<file path="src/rtl/unified_mem_arbiter_pkg.sv">
// Shared types and constants for the unified instruction/data SRAM arbiter.
package unified_mem_arbiter_pkg;

    localparam int ARB_STARVE_W = 4;

    typedef enum logic [1:0] {
        ARB_IDLE  = 2'd0,
        ARB_IF_RD = 2'd1,
        ARB_DM_RD = 2'd2,
        ARB_DM_WR = 2'd3
    } arb_state_e;

endpackage

</file>
<file path="src/rtl/arb_starve_cnt.sv">
// Saturating count of consecutive data wins over a waiting fetch; sat_eq tells
// the arbiter to hand the next contended slot to fetch.
module arb_starve_cnt
    import unified_mem_arbiter_pkg::*;
#(
    parameter int STARVE_MAX = 4
) (
    input  logic clk,
    input  logic rst_n,
    input  logic inc,
    input  logic clr,
    input  logic hold,
    output logic sat_eq
);

    localparam logic [ARB_STARVE_W-1:0] MAX_C  = ARB_STARVE_W'(STARVE_MAX);
    localparam logic [ARB_STARVE_W-1:0] ZERO_C = {ARB_STARVE_W{1'b0}};
    localparam logic [ARB_STARVE_W-1:0] ONE_C  = {{(ARB_STARVE_W-1){1'b0}}, 1'b1};

    logic [ARB_STARVE_W-1:0] cnt_r;

    // Counter update: hold beats clear beats increment; never counts past MAX_C.
    always_ff @(posedge clk or negedge rst_n) begin
        if (!rst_n) begin
            cnt_r <= ZERO_C;
        end else if (hold) begin
            cnt_r <= cnt_r;
        end else if (clr) begin
            cnt_r <= ZERO_C;
        end else if (inc && (cnt_r != MAX_C)) begin
            cnt_r <= cnt_r + ONE_C;
        end else begin
            cnt_r <= cnt_r;
        end
    end

    assign sat_eq = (cnt_r == MAX_C);

endmodule

</file>
<file path="src/rtl/unified_mem_arbiter.sv">
// Shares one single-port SRAM between fetch (read-only) and the memory stage,
// with data priority, bounded fetch starvation and a pipeline stall enable.
module unified_mem_arbiter
    import unified_mem_arbiter_pkg::*;
#(
    parameter int ADDR_W     = 10,
    parameter int DATA_W     = 32,
    parameter int STARVE_MAX = 4
) (
    input  logic              CLK,
    input  logic              RSTn,
    input  logic              EN,
    input  logic              if_req,
    input  logic [ADDR_W-1:0] if_addr,
    output logic              if_gnt,
    output logic              if_rvalid,
    output logic [DATA_W-1:0] if_rdata,
    input  logic              dm_req,
    input  logic              dm_we,
    input  logic [ADDR_W-1:0] dm_addr,
    input  logic [DATA_W-1:0] dm_wdata,
    output logic              dm_gnt,
    output logic              dm_rvalid,
    output logic [DATA_W-1:0] dm_rdata,
    output logic              mem_csb,
    output logic              mem_web,
    output logic [ADDR_W-1:0] mem_addr,
    output logic [DATA_W-1:0] mem_wdata,
    input  logic [DATA_W-1:0] mem_rdata,
    output logic              stall_n
);

    arb_state_e state_r;
    arb_state_e state_nxt_s;
    logic       if_gnt_s;
    logic       dm_gnt_s;
    logic       sat_eq_s;
    logic       cnt_inc_s;
    logic       cnt_clr_s;
    logic       cnt_hold_s;

    // Grant decision: data wins contention unless fetch has waited STARVE_MAX slots.
    always_comb begin
        if_gnt_s = 1'b0;
        dm_gnt_s = 1'b0;
        if (RSTn && EN) begin
            if_gnt_s = if_req && (!dm_req || sat_eq_s);
            dm_gnt_s = dm_req && !(if_req && sat_eq_s);
        end else begin
            if_gnt_s = 1'b0;
            dm_gnt_s = 1'b0;
        end
    end

    assign if_gnt = if_gnt_s;
    assign dm_gnt = dm_gnt_s;

    // SRAM port mux; an idle cycle parks every control and data line.
    always_comb begin
        mem_csb   = 1'b1;
        mem_web   = 1'b1;
        mem_addr  = {ADDR_W{1'b0}};
        mem_wdata = {DATA_W{1'b0}};
        if (if_gnt_s) begin
            mem_csb  = 1'b0;
            mem_addr = if_addr;
        end else if (dm_gnt_s) begin
            mem_csb   = 1'b0;
            mem_web   = !dm_we;
            mem_addr  = dm_addr;
            mem_wdata = dm_wdata;
        end else begin
            mem_csb = 1'b1;
        end
    end

    // Stall whenever a live requester is refused; reset releases the pipeline.
    always_comb begin
        stall_n = 1'b1;
        if (RSTn) begin
            stall_n = !((if_req && !if_gnt_s) || (dm_req && !dm_gnt_s));
        end else begin
            stall_n = 1'b1;
        end
    end

    // Transaction type issued this cycle, tracked so the read return can be routed.
    always_comb begin
        state_nxt_s = ARB_IDLE;
        if (if_gnt_s) begin
            state_nxt_s = ARB_IF_RD;
        end else if (dm_gnt_s) begin
            state_nxt_s = dm_we ? ARB_DM_WR : ARB_DM_RD;
        end else begin
            state_nxt_s = ARB_IDLE;
        end
    end

    // Issued-transaction register; reset drops any read still in flight.
    always_ff @(posedge CLK or negedge RSTn) begin
        if (!RSTn) begin
            state_r <= ARB_IDLE;
        end else begin
            state_r <= state_nxt_s;
        end
    end

    // Read return demux: SRAM data is forwarded only to the requester that issued it.
    always_comb begin
        if_rvalid = 1'b0;
        dm_rvalid = 1'b0;
        if_rdata  = {DATA_W{1'b0}};
        dm_rdata  = {DATA_W{1'b0}};
        case (state_r)
            ARB_IF_RD: begin
                if_rvalid = 1'b1;
                if_rdata  = mem_rdata;
            end
            ARB_DM_RD: begin
                dm_rvalid = 1'b1;
                dm_rdata  = mem_rdata;
            end
            ARB_DM_WR: begin
                dm_rvalid = 1'b0;
            end
            default: begin
                if_rvalid = 1'b0;
                dm_rvalid = 1'b0;
            end
        endcase
    end

    assign cnt_inc_s  = if_req && dm_gnt_s && !if_gnt_s;
    assign cnt_clr_s  = if_gnt_s || !if_req;
    assign cnt_hold_s = !EN;

    arb_starve_cnt #(
        .STARVE_MAX (STARVE_MAX)
    ) u_starve_cnt (
        .clk    (CLK),
        .rst_n  (RSTn),
        .inc    (cnt_inc_s),
        .clr    (cnt_clr_s),
        .hold   (cnt_hold_s),
        .sat_eq (sat_eq_s)
    );

endmodule
</file>
<file path="config.mk">
export PLATFORM = sky130hd
export DESIGN_NAME = unified_mem_arbiter
export DESIGN_NICKNAME = d
export VERILOG_FILES = /design/src/rtl/unified_mem_arbiter_pkg.sv /design/src/rtl/arb_starve_cnt.sv /design/src/rtl/unified_mem_arbiter.sv
export SDC_FILE = /design/constraint.sdc
export NUM_CORES = 1
export LEC_CHECK = 0
export CORE_AREA = 2 2 78 80
export CTS_CLUSTER_DIAMETER = 50
export CTS_CLUSTER_SIZE = 25
export DETAILED_ROUTE_END_ITERATION = 8
export DIE_AREA = 0 0 80 82
export DONT_BUFFER_PORTS = 1
export PLACE_DENSITY = 0.42
export SYNTH_ARGS = -nofsm -noshare
export SYNTH_HDL_FRONTEND = slang
export SYNTH_HIERARCHICAL = 1
export SYNTH_SLANG_ARGS = --single-unit
</file>
<file path="constraint.sdc">
create_clock -name CLK -period 2.3 [get_ports CLK]
set_clock_uncertainty 0.1 [all_clocks]
set_input_delay 0.46 -clock CLK [delete_from_list [all_inputs] [get_ports CLK]]
set_output_delay 0.46 -clock CLK [all_outputs]
set_load 0.03 [all_outputs]
</file>
After elaboration in Yosys (flattened, before gate mapping) --
Cells that the tools add are included.
Word-level totals: word-level logic and storage cells 48, output and inout bits 113, register bits after elaboration 6
Operators by class: $add $sub $neg 1, mux-type cells 20, equal/unequal tests 4, reductions and logical operators 21
Operators with widths (number):
- $mux 32 | 4
- $mux 10 | 2
- $mux 1 | 10
- $logic_and 1x1->1 | 9
- $mux 4 | 2
- $logic_not 1->1 | 7
- $add 4x1->4 const B | 1
- $eq 4x3->1 const B | 1
- $mux 2 | 2
- $ne 4x3->1 const B | 1
- $logic_or 1x1->1 | 3
- $eq 2x1->1 const B | 1
- $eq 2x2->1 const B | 1
- $reduce_and 2->1 | 1
- $reduce_bool 2->1 | 1

Logic depth before layout (Yosys ltp) --
Gate-level depths: netlist (run 1).
depth after elaboration 10, mapped depth 11, depth with buffers taken out 10

Cells and area by module --
The synthesis (run 1) kept the hierarchy.
By module, submodules not included:
- unified_mem_arbiter | area each 940.9 um^2, cells an instance 135, instances 1
- arb_starve_cnt | area each 279.0 um^2, cells an instance 28, instances 1

Least setup slack after synthesis (run 1) --
Ideal clock, no wire load.
path type register to output, start point reg u_starve_cnt.cnt_r[0], end point out mem_addr[2], data required time 1.740 ns, stages on the path, launching flop included 9, setup slack 0.074 ns, buffers on the path 1, data arrival time 1.666 ns, cells stage by stage dfrtp_1 inv_1 ha_1 nand3b_4 inv_1 inv_1 a21oi_2 buf_6 a22o_1
On the way: elaborated cells between the ends (all ways) 10
RTL lines:
- start: declaration | line arb_starve_cnt.sv:20 | logic [ARB_STARVE_W-1:0] cnt_r;
- start signal: assignment | line arb_starve_cnt.sv:27 | cnt_r <= cnt_r;
- start signal: assignment | line arb_starve_cnt.sv:31 | cnt_r <= cnt_r + ONE_C;
- start signal: assignment | line arb_starve_cnt.sv:33 | cnt_r <= cnt_r;
- $eq 4x3->1 | line arb_starve_cnt.sv:37 | assign sat_eq = (cnt_r == MAX_C);
- net sat_eq_s | line unified_mem_arbiter.sv:37 | logic sat_eq_s;
- $logic_or 1x1->1 | line unified_mem_arbiter.sv:47 | if_gnt_s = if_req && (!dm_req || sat_eq_s);
- $logic_and 1x1->1 | line unified_mem_arbiter.sv:47
- $mux 1 | line unified_mem_arbiter.sv:46 | if (RSTn && EN) begin
- net if_gnt | line unified_mem_arbiter.sv:15 | output logic if_gnt,
- $mux 10 | line unified_mem_arbiter.sv:64 | if (if_gnt_s) begin
- end: declaration | line unified_mem_arbiter.sv:27 | output logic [ADDR_W-1:0] mem_addr,
The timed path passes the listed nets, and every way through them passes these cells.

Final worst setup path (run 1) --
start point reg u_starve_cnt.cnt_r[1], end point out mem_addr[0]
On the way: word-level cells in the longest chain between the ends 7, elaborated cells between the ends (all ways) 10
Ends and longest elaborated chain:
- $eq 4x3->1 * | line arb_starve_cnt.sv:37
- net sat_eq_s | line unified_mem_arbiter.sv:37
- $logic_and 1x1->1 | line unified_mem_arbiter.sv:48 | dm_gnt_s = dm_req && !(if_req && sat_eq_s);
- $logic_not 1->1 | line unified_mem_arbiter.sv:48
- $logic_and 1x1->1 | line unified_mem_arbiter.sv:48
- $mux 1 | line unified_mem_arbiter.sv:46
- $mux 10 | line unified_mem_arbiter.sv:67 | end else if (dm_gnt_s) begin
- $mux 10 * | line unified_mem_arbiter.sv:64
Mark *: on every way through the listed nets, which the timed path passes. The rest lies on a longest branch.

==> results of run 1 <==
## cells in the final DEF (no fill, tap or decap), types with 2 or more instances in the layout
cell,instances
and2_1,83
buf_4,36
buf_6,17
and2_4,13
a22o_1,10
dfrtp_1,6
nand2_1,4
inv_1,3
clkbuf_8,3
inv_2,3
o21ai_0,3
nand3_2,2
a21oi_2,2
nor2b_2,2
nor3b_1,2
buf_16,2
buf_12,2
## power groups by stage
| stage | combinational [mW] | clock [mW] | sequential [mW] |
|---|---|---|---|
| CTS | 0.280 | 0.164 | 0.110 |
| floorplan | 0.200 | 0 | 0.111 |
| global route | 0.294 | 0.171 | 0.110 |
| global placement | 0.247 | 0 | 0.111 |
| finish | 0.276 | 0.158 | 0.110 |
| detailed placement | 0.247 | 0 | 0.111 |
## cells by family (layout without fill, tap and decap cells)
logic type      Yosys count  after routing  synth area share (%)
buf+inv                  17             67                  8.31
fa+ha+maj                 3              3                  2.87
simple gates            113            113                  60.0
flops                     6              6                  12.3
compound gates           24             24                  16.5
## layer usage
layer | part of all wire, % | GRT usage [%] | vias up
met4 | 0.59 | 3.56 | 0
met5 | 0 | 0 | -
met2 | 58 | 24.3 | 128
li1 | - | - | 629
met1 | 32 | 12.3 | 589
met3 | 9.6 | 2.20 | 2
## worst min path at each step
stage | end | slack [ps] | depth (start not counted)
finish | state_r[1] | 250 | 1
global route | state_r[1] | 240 | 1
global placement | u_starve_cnt/cnt_r[2] | 60 | 0
CTS | state_r[1] | 250 | 1
floorplan | state_r[0] | 60 | 0
detailed placement | u_starve_cnt/cnt_r[2] | 60 | 0
## state kept, by name (all words and copies together) (netlist names)
register and cells:
u_starve_cnt/cnt_r 4, state_r 2
## stage by stage
step           util [%]  setup TNS [ps]
3_3_place_gp       28.3               0
3_5_place_dp       28.3               0
4_1_cts            32.7           -1870
6_report           32.9           -1290
2_1_floorplan         -               0
5_1_grt            32.9           -5880
## worst max-delay path: cells and delay by family (launching register included)
kind,cells,cell delay [ps]
and+or+nand+nor,1,70
buffers and inverters,6,640
DFF,1,380
adders and majority gates,1,160
AOI/OAI and AO/OA,2,340
## what timing repair did
| action | in CTS | in global routing |
|---|---|---|
| hold endpoints to repair | 6 | 0 |
| setup endpoints to repair | 43 | 43 |
| hold buffers | 1 | 0 |
| buffers inserted | 4 | 3 |
| pin swaps | 3 | 10 |
| cloned | 3 | 0 |
| gates resized for setup | 30 | 8 |
## layout make-up
type                    count  area share (%)
clock buffers               3            2.19
flip-flops and latches      6            7.95
well taps                  75            4.97
inverters                   6            1.19
repair buffers             58            30.0
multi-input cells         140            53.7
==> results.md, run 1 <==
* Initial drt markers at 13
* Floorplan row count at 28
* CTS max path bufs at 2
* Worst Setup SP: u_starve_cnt/cnt_r[1]
* Slew HR at 79.5%
* Commonest cells post-synth: and2_1, a22o_1, clkbuf_1, dfrtp_1, inv_1
* CP peak stage delay at 380 ps
* Post-synth EDFFs at 0
* Layout filler cell count at slightly above 600
* CP dominant cell by count: buf_6
* Async S/R FF share, synth at 100%
* Switching fraction of total power at 42.1%
* Final worst-path cycle share at 104%
* YS warnings at 6
* Sequential cell area at ~150 um^2
* Total wire length at between 4 and 5 mm
* Routed Antenna Nets at 0
* Place WS at 138 ps
* Largest cells by area after synthesis: and2_1, dfrtp_1, a22o_1
* Sequential power share at 20.2%
* Dpl cells at 275
* Setup violators final at 37
* Critical path cell sequence: inv_2 > ha_4 > nand3b_4 > inv_2 > buf_6 > a21oi_4 > buf_6 > buf_12 > a22o_1 > buf_6
* Wirelength per Cell at 15.9 um
* R2R cell count at 12
* PortBufs at 0
* Final Hold Fails at 0
* Grt total ovfl at 0
* Finished Layout Cells at 288
* Drt drc at 0
* Most frequent cell after synthesis: and2_1
* First-pass GRT wire length at 5.91 mm
* RR Startpoint: u_starve_cnt/cnt_r[1]
* RSZ-0062 raised after global routing: yes
* Setup CP Type: reg2out
* GR Util All Layers at 12.0%
* Worst path slowest cell: dfrtp_1
* Startpoint types: register
* Leak at 0.896 nW
* Combined area of the multi-input logic cells at ~1000 um^2
* Req. time, crit path at 1740 ps
* CP Capture Type: output port
* Worst Path Arrival at 1830 ps
* N_diodes at 0
* Syn_area_per_cell at 7.48 um^2
* WHS at 250 ps
* Fmax at 419 MHz
* Switching power total at about 230 uW
* Number of standard cells after synthesis at 163
* Clock share of power at 29.0%
* Die height at 82 um
* Core area at about 5700 um^2
* Clk slew on worst S/H paths at 30 ps
* Post-synth cell types at 30
* Share of the synthesized area in the top cell type at 47.2%
* TritonRoute pass-1 iters at 4
* Total CTS buffers at 3
* P per Cell Area at 288 nW/um^2
* Number of global-route vias before repair at 1185
* Failing checks: negative setup slack
* Design Power at 544 uW
* Placer congestion estimate at 0.803
* Max Cap Violations at 0
* Primary FF master, synth: dfrtp_1
* HPWL Detailed at 3.54 mm
* Max-slew violations at 0
* Reg2reg end: u_starve_cnt/cnt_r[3]
* Vias per inst at between 4 and 5
* Final WS setup at -85.4 ps
* Die W at 80 um
* Worst setup path end: mem_addr[0]
* Synthesis-to-finish area growth at 54.8%
* Synthesized cell area at 1220 um^2
* Placed cell areas at around 1600 um^2
* CTS tree: built
* Final #Nets at 307
* Fraction of the yosys area taken by sequential cells at 12.3%
* Status: complete, but fails checks
* Largest area contributor in the netlist: and2_1
* Die area at 6560 um^2
* Combinational fraction of design power at 50.8%
* Post-layout min period at between 2000 and 2500 ps
* Vias at 1348
* #FFs+latches synth at 6
* Sink Count at 6
* # IOs at 203
* Clock Latency Late Sink at between 200 and 250 ps
* Largest net degree at the start of global routing at 34
* Type of the tightest min-delay check: in2reg
* Worst slew pin tran at slightly above 300 ps
* Hold Crit Start: if_req
* Layout cells sized above 1 at 41.3%
* Post-Syn Nets at about 260
* Initial core utilization at 21.2%
* R2r setup slk at 190 ps
* Design area at 1890 um^2
* Initial antenna violation count at 0
* CTS root buffer: clkbuf_8
* Internal power at around 320 uW
* Worst-path maximum fanout at 8
* VDD IR max at 0.000143 V
* H-Tree Depth at 1
(Power assumes the default switching activity.)
==> run 2: changes to the inputs <==
Settings changed: ABC_AREA from default to 1, CORE_AREA 2 2 78 80 to 2 2 79 81, DIE_AREA 0 0 80 82 to 0 0 81 83, GPL_TIMING_DRIVEN from default to 0.
==> run 2 against run 1 <==
Against the previous run:
- clock power hardly changed
- critical endpoint is now mem_wdata[6]
- largest cell class unchanged
- global-route usage is 0.32 points higher
- register-to-register slack better by 90 ps
- final cell count is 26% higher
- die area is 2.5% higher
- synthesized area is 3.1% higher
- critical path depth is 1 higher
- maximum frequency is 2.6% higher
- the flow still finishes with violations (negative setup slack)
- sequential share of layout area is 1.1 points lower
==> results.md, run 2 <==
* Status: complete, but fails checks
* Failing checks: negative setup slack
* RR Startpoint: u_starve_cnt/cnt_r[1]
* Total CTS buffers at 3
* Async S/R FF share, synth at 100%
* CTS max path bufs at 2
* Worst setup path end: mem_wdata[6]
* Final WS setup at -24.5 ps
* Sink Count at 6
* Fraction of the yosys area taken by sequential cells at between 10% and 20%
* Max Cap Violations at 0
* Post-synth cell types at 21
* Share of the synthesized area in the top cell type at a little under a third
* HPWL Detailed at between 3 and 4 mm
* Final worst-path cycle share at 101%
* Dpl cells at 344
* Syn_area_per_cell at around 4.7 um^2
* RSZ-0062 raised after global routing: yes
* Place WS at -189 ps
* Startpoint types: register
* Commonest cells post-synth: nor2_1, inv_1, nand2_1
* N_diodes at 0
* Initial antenna violation count at 0
* Max reg flops at 4
* Req. time, crit path at 1740 ps
* # IOs at 203
* Vias per inst at 4.41
* Vias at 1605
* Die height at 83 um
* Wirelength per Cell at 13.0 um
* Worst slew pin tran at 614 ps
* Post-synth EDFFs at 0
* Initial core utilization at 21.6%
* Die area at 6720 um^2
* Core area at slightly below 6000 um^2
* R2r setup slk at 280 ps
* Hold Crit Start: EN
* Commonest non-fill, non-tap cell in the layout: inv_1
* Initial drt markers at 21
* Post-layout min period at 2320 ps
* Clk slew on worst S/H paths at 40 ps
* Largest net degree at the start of global routing at 11
* Worst path slowest cell: dfrtp_1
* Drt drc at 0
* CTS tree: built
* Worst Path Arrival at 1760 ps
* Design area at 2200 um^2
* Commonest non-fill, non-tap cells in the layout: inv_1, nor2_1, nor2_4
* Worst-path maximum fanout at 5
* PortBufs at 0
* VDD IR max at 0.000141 V
* Leak at 1.21 nW
* Setup CP Type: reg2out
* Largest area contributor in the netlist: nor2_1
* Grt total ovfl at 0
* Number of standard cells after synthesis at 269
* Final Hold Fails at 0
* CP Capture Type: output port
* Routed Antenna Nets at 0
* Floorplan row count at 28
* GR Util All Layers at about an eighth
* CTS root buffer: clkbuf_8
* Die W at 81 um
* Setup violators final at 14
* H-Tree Depth at 1
* Critical path cell sequence: inv_2 > ha_4 > nand3_4 > inv_2 > nand2_2 > nand2_2 > nor2_4 > inv_6 > buf_12 > buf_12 > nor2_4
* Top flop regs: u_starve_cnt/cnt_r: 4 flops, state_r: 2 flops
* Synthesized cell area at 1260 um^2
* Primary FF master, synth: dfrtp_1
* Design Power at between 600 and 700 uW
* P per Cell Area at between 300 and 400 nW/um^2
* TritonRoute pass-1 iters at 4
* #FFs+latches synth at 6
* Reg2reg end: u_starve_cnt/cnt_r[3]
* Synthesis-to-finish area growth at 75.1%
* Finished Layout Cells at between 300 and 400
* R2R cell count at 15
* Max-slew violations at 0
* Placer congestion estimate at 0.713
* Number of global-route vias before repair at about 1400
* Final #Nets at about 380
* First-pass GRT wire length at between 6 and 7 mm
* YS warnings at 6
* Placed cell areas at 1350 um^2
* Fmax at 430 MHz
* Layout cells sized above 1 at 47.1%
* Worst Setup SP: u_starve_cnt/cnt_r[1]
* Type of the tightest min-delay check: in2reg
* Post-Syn Nets at 361
* Largest cells by area after synthesis: nor2_1, inv_1, nand2_1
* Slew HR at 58.9%
* CP peak stage delay at around 350 ps
* Most frequent cell after synthesis: nor2_1
* Total wire length at about 4.7 mm
* Clock Latency Late Sink at 220 ps
* Largest Register: u_starve_cnt/cnt_r
run 2: changes by cell type after synthesis, moves of 6 or more:
| cell | change |
|---|---|
| a22o_1 | -10 |
| and2_1 | -92 |
| buf_2 | +6 |
| clkbuf_1 | -6 |
| inv_1 | +70 |
| nand2_1 | +46 |
| nor2_1 | +101 |
run 2: kinds of logic after synthesis:
kind of cell / count (synthesis) / share of synthesized area, %
AO/OA/AOI/OAI: 5 / 2.19
adder cells (fa/ha/maj): 2 / 1.99
buffers and inverters: 91 / 30.4
AND/OR/NAND/NOR: 165 / 53.4
flip-flops: 6 / 11.9
run 2: worst max-delay path, delay by kind of cell (launching register included):
family	cells	cell delay, ps
buffers and inverters	5	470
adders and majority gates	1	160
DFF	1	350
and+or+nand+nor	5	570
run 2: layout make-up:
class	count	area (um^2)
Buffer	11	130
Clock buffer	3	41.3
Fill cell	596	3610
Inverter	80	313
Multi-Input combinational cell	172	1220
Sequential cell	6	151
Tap cell	75	93.8
Timing Repair Buffer	17	249
run 2: how the worst min path moves through the flow:
stage | endpoint | slack (ps) | depth (start not counted)
3_3_place_gp | u_starve_cnt/cnt_r[2] | 60 | 0
2_1_floorplan | state_r[0] | 60 | 0
6_report | state_r[1] | 350 | 2
5_1_grt | state_r[1] | 350 | 2
4_1_cts | state_r[1] | 340 | 2
3_5_place_dp | u_starve_cnt/cnt_r[3] | 60 | 0
run 2: stage by stage:
| step | hold WS [ps] | utilization, % | TNS (ps) |
|---|---|---|---|
| 2_1_floorplan | 64.4 | - | 0 |
| 3_3_place_gp | 64.6 | 23.2 | -7340 |
| 3_5_place_dp | 64.6 | 23.2 | -7540 |
| 4_1_cts | 335 | 33.5 | -3420 |
| 5_1_grt | 354 | 37.9 | -2630 |
| 6_report | 349 | 37.9 | -149 |
run 2: power breakdown:
part / switching [mW] / internal [mW] / total, mW
sequential: 0.00770 / 0.116 / 0.123
combinational: 0.290 / 0.120 / 0.411
clock: 0.0467 / 0.113 / 0.159
run 2: layer usage:
| metal | part of all wire (%) | vias to the layer above | GRT usage (%) |
|---|---|---|---|
| met5 | 0 | - | 0 |
| met4 | 0.57 | 0 | 4.16 |
| met3 | 9.2 | 2 | 2.17 |
| met2 | 57 | 126 | 24.4 |
| met1 | 33 | 705 | 12.3 |
| li1 | - | 772 | - |
run 2: timing repair:
action | in CTS | in global routing
cloned | 3 | 2
pin swaps | 14 | 20
setup buffers | 9 | 2
endpoints found under the setup margin | 76 | 72
endpoints found under the hold margin | 6 | 0
resized for setup | 110 | 59
hold buffers | 1 | 0
